File: config.mk
export PLATFORM = sky130hd
export DESIGN_NAME = ram_arbiter
export DESIGN_NICKNAME = d
export VERILOG_FILES = /design/src/rtl/ram_arbiter.sv
export SDC_FILE = /design/constraint.sdc
export NUM_CORES = 1
export LEC_CHECK = 0
export CAP_MARGIN = 10
export CORE_AREA = 5 5 156 158
export CTS_CLUSTER_DIAMETER = 120
export DETAILED_ROUTE_END_ITERATION = 16
export DIE_AREA = 0 0 161 163
export MAX_ROUTING_LAYER = met4
export SLEW_MARGIN = 20
export SYNTH_ARGS = -nofsm -noshare
export SYNTH_HDL_FRONTEND = slang
export SYNTH_SLANG_ARGS = --single-unit
File: constraint.sdc
create_clock -name CLK -period 3.83 [get_ports CLK]
set_input_delay 0.766 -clock CLK [delete_from_list [all_inputs] [get_ports CLK]]
set_output_delay 0.766 -clock CLK [all_outputs]
set_load 0.005 [all_outputs]
File: src/rtl/ram_arbiter.sv
// rtl/ram_arbiter.sv - round-robin arbiter sharing one RAM port among NREQ cache requesters
//
// Ports:
//   CLK, RST             rising-edge clock, synchronous active-high reset
//   req_ren/req_wen      per-requester read/write request (NREQ bits)
//   req_addr/req_store   per-requester word address / write data, slice i = [32*i+31:32*i]
//   req_wait             1 = requester holds, 0 = access finished this cycle
//   req_load             read data for the requester whose req_wait is 0
//   req_err              1-cycle error/timeout pulse alongside the wait release
//   ramREN/ramWEN        RAM read/write enables
//   ramaddr/ramstore     RAM address / write data
//   ramload/ramstate     RAM read data / status (FREE=0, BUSY=1, ACCESS=2, ERROR=3)
module ram_arbiter #(
    parameter int NREQ    = 4,
    parameter int TIMEOUT = 64
) (
    input  logic                 CLK,
    input  logic                 RST,
    input  logic [NREQ-1:0]      req_ren,
    input  logic [NREQ-1:0]      req_wen,
    input  logic [NREQ*32-1:0]   req_addr,
    input  logic [NREQ*32-1:0]   req_store,
    output logic [NREQ-1:0]      req_wait,
    output logic [31:0]          req_load,
    output logic [NREQ-1:0]      req_err,
    output logic                 ramREN,
    output logic                 ramWEN,
    output logic [31:0]          ramaddr,
    output logic [31:0]          ramstore,
    input  logic [31:0]          ramload,
    input  logic [1:0]           ramstate
);

    localparam int IW = (NREQ > 1) ? $clog2(NREQ) : 1;
    localparam int TW = $clog2(TIMEOUT) + 1;

    localparam logic [1:0] RS_ACCESS = 2'd2;
    localparam logic [1:0] RS_ERROR  = 2'd3;

    typedef enum logic {IDLE, GRANT} state_t;

    state_t          state_q;
    logic [IW-1:0]   grant_q, grant_d;
    logic [IW-1:0]   last_q;
    logic [TW-1:0]   tcount_q;

    logic [NREQ-1:0] active;
    logic            any_active;
    logic            g_active;
    logic            timeout;
    logic            done;
    logic            err_end;

    assign active     = req_ren | req_wen;
    assign any_active = |active;
    assign g_active   = active[grant_q];
    assign timeout    = (tcount_q == TW'(TIMEOUT - 1));

    // An abort (granted requester drops both enables) takes priority over
    // any RAM completion arriving in the same cycle.
    assign done    = (state_q == GRANT) && g_active &&
                     ((ramstate == RS_ACCESS) || (ramstate == RS_ERROR) || timeout);
    assign err_end = done && (ramstate != RS_ACCESS);

    // Round-robin pick: first active index after the last one served.
    always_comb begin
        logic found;
        grant_d = grant_q;
        found   = 1'b0;
        for (int k = 1; k <= NREQ; k++) begin
            if (!found && active[(int'(last_q) + k) % NREQ]) begin
                found   = 1'b1;
                grant_d = IW'((int'(last_q) + k) % NREQ);
            end
        end
    end

    // RAM side and requester side are driven combinationally so a same-cycle
    // ACCESS completes with single-cycle latency. A pending reset suppresses
    // the release so a killed access never looks completed.
    always_comb begin
        req_wait = '1;
        req_err  = '0;
        req_load = '0;
        ramREN   = 1'b0;
        ramWEN   = 1'b0;
        ramaddr  = '0;
        ramstore = '0;
        if (state_q == GRANT) begin
            ramaddr  = req_addr[32*int'(grant_q) +: 32];
            ramstore = req_store[32*int'(grant_q) +: 32];
            ramWEN   = req_wen[grant_q];
            ramREN   = req_ren[grant_q] & ~req_wen[grant_q];
            if (done && !RST) begin
                req_wait[grant_q] = 1'b0;
                if (err_end) begin
                    req_err[grant_q] = 1'b1;
                end else begin
                    req_load = ramload;
                end
            end
        end
    end

    always_ff @(posedge CLK) begin
        if (RST) begin
            state_q  <= IDLE;
            grant_q  <= '0;
            last_q   <= IW'(NREQ - 1);
            tcount_q <= '0;
        end else begin
            case (state_q)
                IDLE: begin
                    if (any_active) begin
                        grant_q  <= grant_d;
                        tcount_q <= '0;
                        state_q  <= GRANT;
                    end
                end
                GRANT: begin
                    if (!g_active || done) begin
                        last_q  <= grant_q;
                        state_q <= IDLE;
                    end else if (tcount_q != '1) begin
                        tcount_q <= tcount_q + 1'b1;
                    end
                end
                default: state_q <= IDLE;
            endcase
        end
    end

endmodule

==> results of run 1 <==
cell type report:
cell class,instances,area (sq um)
multi-input combinational,239,2610
fill,2362,15400
tap,290,363
timing repair buffer,431,4270
antenna,1,2.50
clock buffer,4,88.8
sequential,12,249
inverter,6,22.5
layout by cell type, fill, tap and decap left out, types with 2 or more instances in the layout:
master / count
a211oi_1: 2
a21oi_1: 5
a31o_2: 2
and2_1: 97
buf_12: 2
buf_4: 20
buf_6: 2
clkbuf_16: 3
clkdlybuf4s50_1: 365
dfxtp_1: 9
dfxtp_4: 2
dlygate4sd2_1: 37
dlymetal6s2s_1: 3
inv_1: 6
mux2i_1: 4
mux4_2: 67
nand2_1: 6
nand2b_1: 4
nand3_1: 3
nand4b_1: 2
nor2_1: 15
nor4_1: 3
o21ai_0: 3
o31ai_1: 3
o32ai_1: 2
or4_1: 3
final timing paths:
check	endpoint	slack (ns)
worst max-delay path	req_wait[0]	0.02
worst max register to register	tcount_q[2]	1.78
worst min-delay path	tcount_q[6]	0.49
worst min register to register	tcount_q[6]	0.49
layer usage:
layer  part of all wire  routed length (microns)  track usage
met1               0.38                     7650        0.165
met2               0.54                    10900        0.264
met3              0.069                     1380       0.0316
met4             0.0053                      105       0.0167
met5                  0                        0            -
flip-flops by register name (all words and copies together), names as in the netlist:
register / count
last_q: 2
state_q: 1
grant_q: 2
tcount_q: 7
logic make-up after synthesis:
family / Yosys count / share of synthesized area
AOI/OAI and AO/OA: 25 / 0.0603
adders and majority gates: 1 / 0.00422
buffers and inverters: 35 / 0.0502
DFF: 12 / 0.0809
muxes: 71 / 0.522
and+or+nand+nor: 142 / 0.282
worst max-delay path: stages:
cell and delay (ns):
clkdlybuf4s50_1 0.48, nor2_1 0.06, mux4_2 0.53, buf_4 0.17
or4b_4 0.53, or2_1 0.23, dlygate4sd2_1 0.28
where the power goes:
part	leakage, nW	switching (mW)	internal [mW]
Sequential	0.0994	0.0117	0.132
Clock	0.0442	0.0627	0.158
Combinational	2.72	0.286	0.641
Total	2.86	0.360	0.932
through the flow:
stage | setup TNS, ns | total power [mW] | util | hold slack, ns | cell area (sq um)
6_report | 0 | 1.29 | 0.331 | 0.488 | 7600
5_1_grt | -0.0518 | 1.36 | 0.331 | 0.504 | 7600
4_1_cts | -0.0828 | 1.30 | 0.329 | 0.490 | 7570
3_5_place_dp | -3.61 | 1.07 | 0.324 | 0.478 | 7450
3_3_place_gp | -3.41 | 1.07 | 0.324 | 0.473 | 7450
2_1_floorplan | 0 | 0.512 | - | 0.453 | 2970
repair_timing:
action | in CTS | in global routing
gates cloned | 1 | 0
buffers inserted | 3 | 2
endpoints found under the hold margin | 0 | 0
pin swaps | 2 | 1
endpoints found under the setup margin | 38 | 4
gates resized for setup | 46 | 5
==> impl_metrics.ini, run 1 <==
[die]
die_y_microns = 163
die_area_sq_mm = 0.0262
io_pins = 406
coreArea_sq_mm = 0.0230
rows = 56
die_x_microns = 161
initial_utilization = 0.129

[power]
p_leak_nw = 2.86
ir_drop_v = 0.000114
p_per_area_mw_per_mm2 = 170

[clock_network]
clk_path_buf_depth = 2
cts_made_buffers = 3
clk_pin_slew_ns = 0.05
clk_latency_ns = 0.25
cts_root_buffer = clkbuf_16
cts_sinks = 12
cts_hold_buf = 0
cts_tree = built
htreeDepth = 1

[sta]
max_slew_margin = 0.501
finalClockSkew_ns = 0.00470
final_hold_viol_count = 0
layout_min_cycle_time_ns = 3.81
finalCritPeriodShare = 0.996
setup_slack_ns = 0.0171
max_freq_ghz = 0.262
finalSetupViolCount = 0
tightest_slew_ns = 0.749
drv_slew = 0
rsz0062_at_grt = yes

[placement]
dp.cells = 972
pre_cts_ws_ns = -0.185
dp_hpwl_mm = 17.1
gp_congestion = 0.869
io_buffer_count = 405

[critical_path]
critPathKind = in -> out
path_max_fanout = 3
arrival_ns = 3.05
r2r_start = state_q
critPathLaunch = req_wen[3]
end_kind = primary output
cp-start-kind = primary input
worst_ep_required_time_ns = 3.06
reg2regPathDepth = 5

[global_route]
grt_pass1_wl_mm = 28.1
grt_max_degree = 75
antenna_found_initial = 0
grt_use_total = 0.143
gr-total-overflow = 0
grt_pass1_vias = 4278

[worst_hold_path]
hold_path_depth = 1
holdCritStartpoint = tcount_q[6]
hp-class = reg -> reg

[synthesis]
syn-mean-instance-area_sq_um = 10.4
yosys.cell_count.top_type = and2_1
netlist_area_sq_mm = 0.00297
postSynthCellCount = 286
yosysWarningCount = 0
yosys.area.top_type_share = 0.508
ys_ff_latch = 12
syn_nets = 587
synth_area_leader_cell = mux4_2
yosysSeqAreaShare = 0.0809
synth_cell_types = 37
netlist_top_cells_area = mux4_2, and2_1, dfxtp_1
synth_edf_count = 0
synth-async-reset-ratio = 0
synth_ff_type = dfxtp_1
synth_commonest_cells = and2_1, mux4_2, clkbuf_1, nor2_1, dfxtp_1

[finish]
stdcell_count = 983
num-nets-final = 994
drive_above_1_share = 0.155
area_growth_pct = 156

[route]
drt_iter0_drc = 181
wl_per_cell_microns = 20.3
vias_per_cell = 4.21
drt_wl_total_mm = 20.0
vias = 4143
ant_nets = 0
first_pass_iters = 4
drc = 0

[status]
status = complete, no violations

[job]
maxCapViolCount = 0
(Power assumes the default switching activity.)
==> run 2: changes to the inputs <==
--- a/config.mk
+++ b/config.mk
@@ -5,11 +5,12 @@
 export SDC_FILE = /design/constraint.sdc
 export NUM_CORES = 1
 export LEC_CHECK = 0
+export ABC_AREA = 1
 export CAP_MARGIN = 10
-export CORE_AREA = 5 5 156 158
+export CORE_AREA = 5 5 155 157
 export CTS_CLUSTER_DIAMETER = 120
 export DETAILED_ROUTE_END_ITERATION = 16
-export DIE_AREA = 0 0 161 163
+export DIE_AREA = 0 0 160 162
 export MAX_ROUTING_LAYER = met4
 export SLEW_MARGIN = 20
 export SYNTH_ARGS = -nofsm -noshare
==> run 2 against run 1 <==
Effect of this change:
- clock skew decreased by 0.0026 ns
- first-iteration DRC count grew 60%
- routed wire length is 2.7% higher
- largest cell class unchanged
- highest routed layer unchanged
==> impl_metrics.ini, run 2 <==
[finish]
fillers = 2401
area_growth_pct = 167
largest_reg_flops = 7
reg_top3 = tcount_q x7, grant_q x2, last_q x2
most-common-layout-cells = clkdlybuf4s50_1, a22oi_1, nand2_1
drive_above_1_share = 0.0378
num-nets-final = 1150
seqCellArea_sq_um = 240
fin_util = 0.319
multi_input_area_sq_mm = 0.00215
layout_commonest_cell = clkdlybuf4s50_1
stdcell_count = 1133
top_register = tcount_q

[global_route]
grt_pass1_wl_mm = 29.4
gr-total-overflow = 0
grt_use_total = 0.145
grt_pass1_vias = 5043
grt_max_degree = 68
antenna_found_initial = 1

[power]
p_leak_nw = 2.55
switchingPower_uw = 508
p_int_uw = 874
netSwitchingFraction = 0.368
pwr-share-clk = 0.135
seqPwrFrac = 0.105
ir_drop_v = 0.000111
power_frac_comb = 0.759
p_per_area_mw_per_mm2 = 194

[placement]
gp_congestion = 0.836
dp_hpwl_mm = 16.7
dp.cells = 1129
io_buffer_count = 405

[clock_network]
clk_latency_ns = 0.24
htreeDepth = 1
postCtsSetupBuffers = 0
cts-resized-gates = 0
clk_path_buf_depth = 2
cts_tree = built
clk_pin_slew_ns = 0.04
cts_root_buffer = clkbuf_16
cts_made_buffers = 3
cts_hold_buf = 0
cts_sinks = 12

[sta]
hold_ws_ns = 0.460
max_freq_ghz = 0.274
finalCritPeriodShare = 0.954
tightest_slew_ns = 0.582
finalSetupViolCount = 0
drv_slew = 0
max_slew_margin = 0.611
finalClockSkew_ns = 0.00214
final_hold_viol_count = 0
rsz0062_at_grt = no
layout_min_cycle_time_ns = 3.65
fin_tns_setup_ns = 0

[route]
drc = 0
vias = 5121
wl_per_cell_microns = 18.1
ant_nets = 0
drt_iter0_drc = 289
vias_per_cell = 4.52
drt_wl_total_mm = 20.5
first_pass_iters = 5

[die]
io_pins = 406
die_area_sq_mm = 0.0259
rows = 55
coreArea_sq_mm = 0.0224
die_y_microns = 162
initial_utilization = 0.119
die_x_microns = 160

[status]
status = complete, no violations

[synthesis]
synth_edf_count = 0
yosysWarningCount = 0
yosys.area.top_type_share = 0.360
netlist_top_cells_area = a22oi_1, a21oi_1, nand2_1
synth_ff_type = dfxtp_1
synth_cell_types = 28
postSynthCellCount = 467
yosys.cell_count.top_type = a22oi_1
syn_nets = 768
netlist_area_sq_mm = 0.00267
synth-async-reset-ratio = 0
ys_ff_latch = 12
synth_commonest_cells = a22oi_1, nand2_1, a21oi_1, nor2_1, buf_2
yosysSeqAreaShare = 0.0899
syn-mean-instance-area_sq_um = 5.72
synth_area_leader_cell = a22oi_1

[critical_path]
cp-start-kind = primary input
critPathKind = in -> out
arrival_ns = 2.89
critPathLaunch = req_wen[0]
end_kind = primary output
path_max_fanout = 17
r2r_start = grant_q[0]
worst_ep_required_time_ns = 3.06

[worst_hold_path]
hp-class = reg -> reg
holdCritStartpoint = tcount_q[3]

[job]
maxCapViolCount = 0
## run 2: cell types whose count changed after synthesis, sizes merged, moves of 16 or more
cell,change
a21oi,+72
a22oi,+128
and2,-97
buf,+16
inv,+16
mux4,-67
nand2,+82
nor2,+39
## run 2: cell families after synthesis
family | synth area share
DFF | 0.0899
AOI/OAI and AO/OA | 0.534
xor gates and xnor gates | 0.00656
adders and majority gates | 0.00468
buffers and inverters | 0.107
and+or+nand+nor | 0.257
## run 2: power groups by stage
stage | Combinational (mW) | Clock (mW) | Sequential (mW)
floorplan | 0.409 | 0 | 0.140
global placement | 1.06 | 0 | 0.148
detailed placement | 1.06 | 0 | 0.148
CTS | 1.06 | 0.194 | 0.145
global route | 1.13 | 0.196 | 0.147
finish | 1.05 | 0.187 | 0.146
## run 2: layout make-up
cell class / count / area share
timing repair buffer: 421 / 0.591
multi-input combinational: 388 / 0.302
tap: 285 / 0.0501
sequential: 12 / 0.0337
inverter: 23 / 0.0121
clock buffer: 3 / 0.0105
antenna: 1 / 0.000351
## run 2: final timing paths
kind	slack, ns	cells after the start	to
max	0.18	9	req_load[26]
min	0.46	2	tcount_q[3]
max reg2reg	2.07	10	tcount_q[2]
min reg2reg	0.46	2	tcount_q[3]
## run 2: through the flow
stage	instance area [sq um]	total power [mW]	setup WS, ns
final	7120	1.38	0.176
after global routing	7120	1.48	0.0190
after CTS	7120	1.40	0.128
after detailed placement	7050	1.21	0.129
after global placement	7050	1.20	0.161
after floorplan	2670	0.549	1.47
## run 2: routing by layer
metal / GRT usage / up-vias / routed length [microns]
met2: 0.258 / 250 / 10500
met3: 0.0327 / 20 / 1610
li1: - / 2480 / -
met4: 0.0235 / 0 / 301
met5: - / - / 0
met1: 0.170 / 2371 / 8170
## run 2: critical path, cell delays in order
cell,delay (ns)
clkdlybuf4s50_1,0.45
inv_1,0.05
nand2_1,0.20
o21ai_1,0.11
nor2_2,0.16
nand4_2,0.23
buf_4,0.28
nor2_1,0.11
clkdlybuf4s50_1,0.52
